File: src/rtl/lsu_pkg.sv
// Shared load/store-unit definitions: funct3 encodings, store FSM states and store error codes.
package lsu_pkg;

  localparam logic [2:0] LS_B  = 3'b000;
  localparam logic [2:0] LS_H  = 3'b001;
  localparam logic [2:0] LS_W  = 3'b010;
  localparam logic [2:0] LS_BU = 3'b100;
  localparam logic [2:0] LS_HU = 3'b101;

  typedef enum logic [2:0] {
    ST_IDLE,
    ST_RREQ,
    ST_RWAIT,
    ST_WREQ,
    ST_RESP
  } store_state_e;

  typedef enum logic [1:0] {
    ERR_NONE     = 2'b00,
    ERR_MISALIGN = 2'b01,
    ERR_TIMEOUT  = 2'b10,
    ERR_ILLEGAL  = 2'b11
  } store_err_e;

  // The unsigned load encodings share funct3 space but have no store meaning.
  function automatic logic is_store_op(input logic [2:0] funct);
    return (funct == LS_B) || (funct == LS_H) || (funct == LS_W);
  endfunction

endpackage

File: src/rtl/store_merge.sv
// Combinational lane merge: overlays the byte/half being stored onto the word read back from memory.
module store_merge
  import lsu_pkg::*;
(
  input  logic [31:0] MemRData,
  input  logic [31:0] WriteData,
  input  logic [1:0]  ByteOffset,
  input  logic [2:0]  LdStrSrc,
  output logic [31:0] MergedData
);

  always_comb begin
    MergedData = MemRData;
    if (LdStrSrc == LS_W) begin
      MergedData = WriteData;
    end else if (LdStrSrc == LS_H) begin
      if (ByteOffset[1]) MergedData[31:16] = WriteData[15:0];
      else               MergedData[15:0]  = WriteData[15:0];
    end else begin
      case (ByteOffset)
        2'd0:    MergedData[7:0]   = WriteData[7:0];
        2'd1:    MergedData[15:8]  = WriteData[7:0];
        2'd2:    MergedData[23:16] = WriteData[7:0];
        default: MergedData[31:24] = WriteData[7:0];
      endcase
    end
  end

endmodule

File: src/rtl/store_rmw.sv
// Store path to a word-only data memory: SW writes directly, SB/SH do read-merge-write.
// Misaligned, illegal-funct3 and read-timeout stores abort without touching memory.
module store_rmw
  import lsu_pkg::*;
#(
  parameter int TIMEOUT_CYC = 255
) (
  input  logic        clk,
  input  logic        rst_n,
  input  logic        StoreValid,
  output logic        StoreReady,
  input  logic [31:0] Addr,
  input  logic [31:0] WriteData,
  input  logic [2:0]  LdStrSrc,
  output logic        StoreDone,
  output logic        StoreErr,
  output logic [1:0]  ErrCode,
  output logic [31:0] MemAddr,
  output logic        MemRE,
  input  logic [31:0] MemRData,
  input  logic        MemRValid,
  output logic        MemWE,
  output logic [31:0] MemWData,
  input  logic        MemWReady
);

  localparam logic [7:0] TMO = 8'(TIMEOUT_CYC);

  store_state_e state, state_n;
  store_err_e   err_q, err_n;
  logic [31:0]  addr_q, addr_n;
  logic [31:0]  data_q, data_n;
  logic [31:0]  wdata_q, wdata_n;
  logic [2:0]   funct_q, funct_n;
  logic [7:0]   cnt_q, cnt_n;
  logic [31:0]  merged;

  store_merge u_merge (
    .MemRData   (MemRData),
    .WriteData  (data_q),
    .ByteOffset (addr_q[1:0]),
    .LdStrSrc   (funct_q),
    .MergedData (merged)
  );

  always_ff @(posedge clk or negedge rst_n) begin
    if (!rst_n) begin
      state   <= ST_IDLE;
      err_q   <= ERR_NONE;
      addr_q  <= '0;
      data_q  <= '0;
      wdata_q <= '0;
      funct_q <= '0;
      cnt_q   <= '0;
    end else begin
      state   <= state_n;
      err_q   <= err_n;
      addr_q  <= addr_n;
      data_q  <= data_n;
      wdata_q <= wdata_n;
      funct_q <= funct_n;
      cnt_q   <= cnt_n;
    end
  end

  always_comb begin
    state_n = state;
    err_n   = err_q;
    addr_n  = addr_q;
    data_n  = data_q;
    wdata_n = wdata_q;
    funct_n = funct_q;
    cnt_n   = cnt_q;
    case (state)
      ST_IDLE: begin
        if (StoreValid) begin
          addr_n  = Addr;
          data_n  = WriteData;
          funct_n = LdStrSrc;
          err_n   = ERR_NONE;
          if (!is_store_op(LdStrSrc)) begin
            err_n   = ERR_ILLEGAL;
            state_n = ST_RESP;
          end else if ((LdStrSrc == LS_H && Addr[0]) ||
                       (LdStrSrc == LS_W && Addr[1:0] != 2'b00)) begin
            err_n   = ERR_MISALIGN;
            state_n = ST_RESP;
          end else if (LdStrSrc == LS_W) begin
            wdata_n = WriteData;
            state_n = ST_WREQ;
          end else begin
            state_n = ST_RREQ;
          end
        end
      end
      ST_RREQ: begin
        cnt_n   = '0;
        state_n = ST_RWAIT;
      end
      // Read data arriving in the same cycle the budget runs out still wins.
      ST_RWAIT: begin
        if (MemRValid) begin
          wdata_n = merged;
          state_n = ST_WREQ;
        end else begin
          cnt_n = cnt_q + 8'd1;
          if (cnt_n == TMO) begin
            err_n   = ERR_TIMEOUT;
            state_n = ST_RESP;
          end
        end
      end
      ST_WREQ: begin
        if (MemWReady) state_n = ST_RESP;
      end
      ST_RESP: state_n = ST_IDLE;
      default: state_n = ST_IDLE;
    endcase
  end

  assign StoreReady = (state == ST_IDLE);
  assign MemRE      = (state == ST_RREQ);
  assign MemWE      = (state == ST_WREQ);
  assign MemWData   = (state == ST_WREQ) ? wdata_q : '0;
  assign MemAddr    = {addr_q[31:2], 2'b00};
  assign StoreDone  = (state == ST_RESP) && (err_q == ERR_NONE);
  assign StoreErr   = (state == ST_RESP) && (err_q != ERR_NONE);
  assign ErrCode    = (state == ST_RESP) ? err_q : ERR_NONE;

endmodule

File: config.mk
export PLATFORM = sky130hd
export DESIGN_NAME = store_rmw
export DESIGN_NICKNAME = d
export VERILOG_FILES = /design/src/rtl/lsu_pkg.sv /design/src/rtl/store_merge.sv /design/src/rtl/store_rmw.sv
export SDC_FILE = /design/constraint.sdc
export NUM_CORES = 1
export LEC_CHECK = 0
export BUFFER_PORTS_ARGS = -buffer_cell sky130_fd_sc_hd__buf_2
export CAP_MARGIN = 30
export CORE_ASPECT_RATIO = 2
export CORE_MARGIN = 2
export CORE_UTILIZATION = 52
export CTS_CLUSTER_DIAMETER = 30
export DETAILED_ROUTE_END_ITERATION = 7
export MAX_ROUTING_LAYER = met4
export PLACE_DENSITY = 0.81
export RECOVER_POWER = 25
export SYNTH_ARGS = -nofsm -noshare
export SYNTH_HDL_FRONTEND = slang
export SYNTH_SLANG_ARGS = --single-unit
File: constraint.sdc
create_clock -name clk -period 2.5 [get_ports clk]
set_input_delay 0.125 -clock clk [delete_from_list [all_inputs] [get_ports clk]]
set_output_delay 0.125 -clock clk [all_outputs]
set_load 0.005 [all_outputs]
* Word level (Yosys, flattened, before mapping)
Cells that the tools add are included.
Word-level totals: register bits 112, bits of input ports 104, logic and storage cells 81
Cells by class: add/sub/neg operators 1, eq/ne operators 20, muxes and demuxes 32, reductions and logical operators 21
Operators with widths (number):
- 2-to-1 mux 32 bit | 8
- one-hot mux 32 bit (2 select lines) | 1
- 2-to-1 mux 8 bit | 5
- 2-to-1 mux 16 bit | 2
- 2-to-1 mux 3 bit | 6
- one-hot mux 8 bit (2 select lines) | 1
- == test 3 x 2 -> 1 bit (second input constant) | 4
- 2-to-1 mux 2 bit | 6
- one-hot mux 3 bit (4 select lines) | 1
- inequality test 2 bit (second input constant) | 5
- == test 3 x 1 -> 1 bit (second input constant) | 3
- adder 8 x 1 -> 8 bit (second input constant) | 1
- == test 8 bit (second input constant) | 1
- nonzero test 2 bit | 4
- logical NOT 3 bit | 2
- inequality test 2 x 1 -> 1 bit (second input constant) | 3
- AND reduction 6 bit | 1
- logical AND 1 bit | 4
- logical NOT 2 bit | 2
- one-hot mux 2 bit (2 select lines) | 1
- AND reduction 2 bit | 2
- AND reduction 4 bit | 1
- == test 3 bit (second input constant) | 1
- logical OR 1 bit | 3
- other kinds (6) | 6

* Logic depth before layout (Yosys ltp)
depth in word-level cells 7, depth in mapped cells 7, mapped depth without buffers 5

* Hierarchy
A second synthesis with hierarchy kept.
Unflattened totals: cell total of the unflattened synthesis 717, area, all modules 6512.5 µm²
By module, submodules not included:
- store_rmw | times used 1, cells an instance 559, area an instance 5416.4 µm², seq. area each 2802.7 µm²
- store_merge | times used 1, cells an instance 158, area an instance 1096.1 µm², seq. area each 0.0 µm²

* Worst setup path before layout
OpenSTA, ideal clock, no wires.
kind flip-flop to flip-flop, from register state[2], to register addr_q[27], setup time 0.125 ns, arrival 1.558 ns, path slack 0.818 ns, stages on the path, launching flop included 6, period minus slack after synthesis 1.682 ns, cells stage by stage dfrtp_1 > buf_2 > nor4b_1 > buf_2 > buf_2 > mux2_2
On the way: longest elaborated chain between the ends 2
RTL lines:
- from (decl) | RTL line store_rmw.sv:29 | store_state_e state, state_n;
- from (signal assigned) | RTL line store_rmw.sv:56 | state <= state_n;
- logical NOT 3 bit | RTL line store_rmw.sv:74 | case (state)
- AND reduction 2 bit (no source line)
- to (signal assigned) | RTL line store_rmw.sv:58 | addr_q <= addr_n;
- to (decl) | RTL line store_rmw.sv:31 | logic [31:0] addr_q, addr_n;
Every way passes these cells. A chain may end at the register's enable or synchronous reset.

* Worst setup path in the final report
from register funct_q[2], to register wdata_q[14]
On the way: longest elaborated chain between the ends 5
RTL lines:
- from (decl) | RTL line store_rmw.sv:34 | logic [2:0] funct_q, funct_n;
- from (signal assigned) | RTL line store_rmw.sv:61 | funct_q <= funct_n;
- == test 3 x 1 -> 1 bit | RTL line store_merge.sv:16 | end else if (LdStrSrc == LS_H) begin
- 2-to-1 mux 32 bit | RTL line store_merge.sv:16
- 2-to-1 mux 32 bit * | RTL line store_merge.sv:14 | if (LdStrSrc == LS_W) begin
- 2-to-1 mux 32 bit * | RTL line store_rmw.sv:102 | if (MemRValid) begin
- one-hot mux 32 bit (2 select lines) * | RTL line store_rmw.sv:74
- to (signal assigned) | RTL line store_rmw.sv:60 | wdata_q <= wdata_n;
- to (decl) | RTL line store_rmw.sv:33 | logic [31:0] wdata_q, wdata_n;
Every way passes the cells marked *; elsewhere a longest branch is shown, timed or not. The select of a mux whose other input is x is not followed.

==> metrics <==
unrepaired setup endpoints after global routing=no; clock tree sinks=112; CORE AREA=12120 µm²; fin area=7567 µm²; WP data arrival=2.30 ns; Req. time, crit path=2.73 ns; Pleak=3.479 nW; Area growth, synth to finish=17.55%; pwr dens=1233 nW/µm²; Worst path slowest cell=nor4b_4; Sw Share=39.76%; DRT iter0 DRCs=514; Via density=6.053; Syn. warnings=0; Routed WL=17470 µm; Flop pwr share=37.0%; Buf/Inv on CP=1; average routed wire per standard cell=19.16 µm; final hold viol count=0; #FFs+latches synth=112; pre-CTS setup slack=0.4785 ns; sequential share of the synthesized area=43.54%; Core Rows=57; Async SR Flop Fraction=100.0%; TritonCTS Buffers=9; global route overflow=0; Startpoint Class=flop; global-route wire length before repair=27920 µm; fraction of layout cells with a size suffix above 1=38.56%; status=finished, final reports clean; antenna fix cells=0; port bufs=172; fin crit period=2.063 ns; io pins=175; initial antenna violation count=0; TritonRoute pass-1 iters=7; EDFF count, synth=0; Slew headroom=16.41%; Tightest Pin Transition=1.254 ns; Setup CP Type=flop to flop; Setup-failing EPs final=0; Routed Antenna Nets=0; hpwl dp=12680 µm; internal power=5.621 mW; crit-path max cell delay=0.50 ns; Synth cell types=58; gate family responsible for the most delay along the worst path=simple AND/OR/NAND/NOR gates; R2R setup slack=0.44 ns; worst-skew pair later-pin latency=0.34 ns; total number of vias=5520; Max Cap Viol=0; Root Buffer=clkbuf_16; fin. max-slew vios=0; commonest cells after routing, fill and taps aside=171 x buf_2, 112 x dfrtp_1, 70 x mux2_2, 60 x o21ai_0, 34 x and2_1; global-route usage over all layers=27.74%; Gate power share=46.9%; cells after synthesis=628; Avg Cell Area, Syn=10.25 µm²; hold crit path type=primary input to flop; TritonCTS clock tree=yes; CP max FO=10; final setup skew=0.006621 ns; Initial Util=53.10%; area post-placement=7166 µm²; largest net degree at the start of global routing=63; setup TNS=0 ns; clock transition at the registers of the reported paths=0.08 ns; clock power share=16.1%; Post-CTS Setup Bufs=0; placed cell count=887; Die H=161.4 µm; crit-path cells=buf_4 > nor4b_4 > or3_1 > o2111ai_1 > a22o_1; fin crit share=82.54%; Residual DRC=0; nature of the critical path endpoint=flop; Final GP Congestion=1.013; Die Width=82.68 µm; die area=13340 µm²; VDD IR max=0.7858 mV; Switch Pwr=3.710 mW; H-tree levels=3; vias in the first global route=5673; Layout Nets=866; Mapped Area=6437 µm²; clk buf depth=2; fmax=484.6 MHz; most common cell after layout, fill and taps aside=buf_2; PostCTS Resize Cnt=0; Final Non-Filler Cells=912; setup ws final=0.4365 ns; ys flop type=dfrtp_1
-- synth_stat cells, drive strengths merged (11+ instances only) --
cell type	number	area [µm²]
mux2i	11	110.1
mux2	70	788.3
or3b	11	96.34
inv	15	56.30
nor3	15	86.34
nand4	13	81.33
dfrtp	112	2803
a21oi	11	55.05
a22o	14	122.6
a31oi	12	75.07
and2	34	212.7
o211ai	18	135.1
nor2	30	115.1
clkbuf	18	67.56
nand3	14	70.07
buf	62	446.7
nand2	27	101.4
o21ai	60	300.3
-- per-layer routing --
layer	GRT usage, %	share of wire, %
met3	3.464	6.2
met4	12.74	3.9
met5	-	0
met2	47.43	54
met1	31.37	36
-- power by group through the flow --
stage	logic, mW	registers [mW]	clock network [mW]
2_1_floorplan	3.63	3.10	0
3_3_place_gp	4.20	3.41	0
3_5_place_dp	4.33	3.48	0
4_1_cts	4.35	3.44	1.54
5_1_grt	4.81	3.57	1.60
6_report	4.38	3.45	1.50
-- path summary, 6_finish.rpt --
| path | from | endpoint | cells past startpoint |
|---|---|---|---|
| min in group asynchronous | rst_n | data_q[5] | 2 |
| hold / removal | Addr[13] | addr_q[13] | 2 |
| setup reg to reg | funct_q[2] | wdata_q[14] | 5 |
| hold reg to reg | wdata_q[8] | wdata_q[8] | 1 |
| max in group asynchronous | rst_n | state[1] | 3 |
| setup / recovery | funct_q[2] | wdata_q[14] | 5 |
-- stage by stage --
stage	hold slack [ns]	util [%]	total power, mW
global placement	0.03488	59.10	7.608
detailed placement	0.03640	59.10	7.806
floorplan	-0.1706	-	6.724
finish	0.008876	62.41	9.331
CTS	0.003859	62.45	9.331
global route	0.004649	62.41	9.978
-- kinds of logic (layout without fill, tap and decap cells) --
group / count (synthesis) / after routing / synth area share (%)
flip-flops: 112 / 112 / 43.54
adder cells (fa/ha/maj): 2 / 2 / 0.3887
other: 1 / 2 / 0.05825
AND/OR/NAND/NOR: 176 / 176 / 16.04
buffers and inverters: 95 / 231 / 8.863
multiplexers: 81 / 81 / 13.96
AO/OA/AOI/OAI: 158 / 158 / 16.75
XOR/XNOR: 3 / 3 / 0.4082
-- final cells by class --
cell class | count | area [µm²]
Timing Repair Buffer | 200 | 1130
Tap cell | 147 | 183.9
Clock buffer | 10 | 239.0
Fill cell | 1020 | 4557
Inverter | 15 | 56.30
Clock inverter | 6 | 76.32
Multi-Input combinational cell | 422 | 3079
Sequential cell | 112 | 2803
-- registers in the layout, indices dropped and copies added (netlist names) --
name and flops:
cnt_q 8, wdata_q 32, state 3, funct_q 3
data_q 32, addr_q 32, err_q 2
-- repair_timing --
| action | in CTS | in global routing |
|---|---|---|
| endpoints found under the setup margin | 0 | 0 |
| endpoints found under the hold margin | 28 | 0 |
| hold buffers | 9 | 0 |
Note: power is estimated with default switching activity, not from simulation.
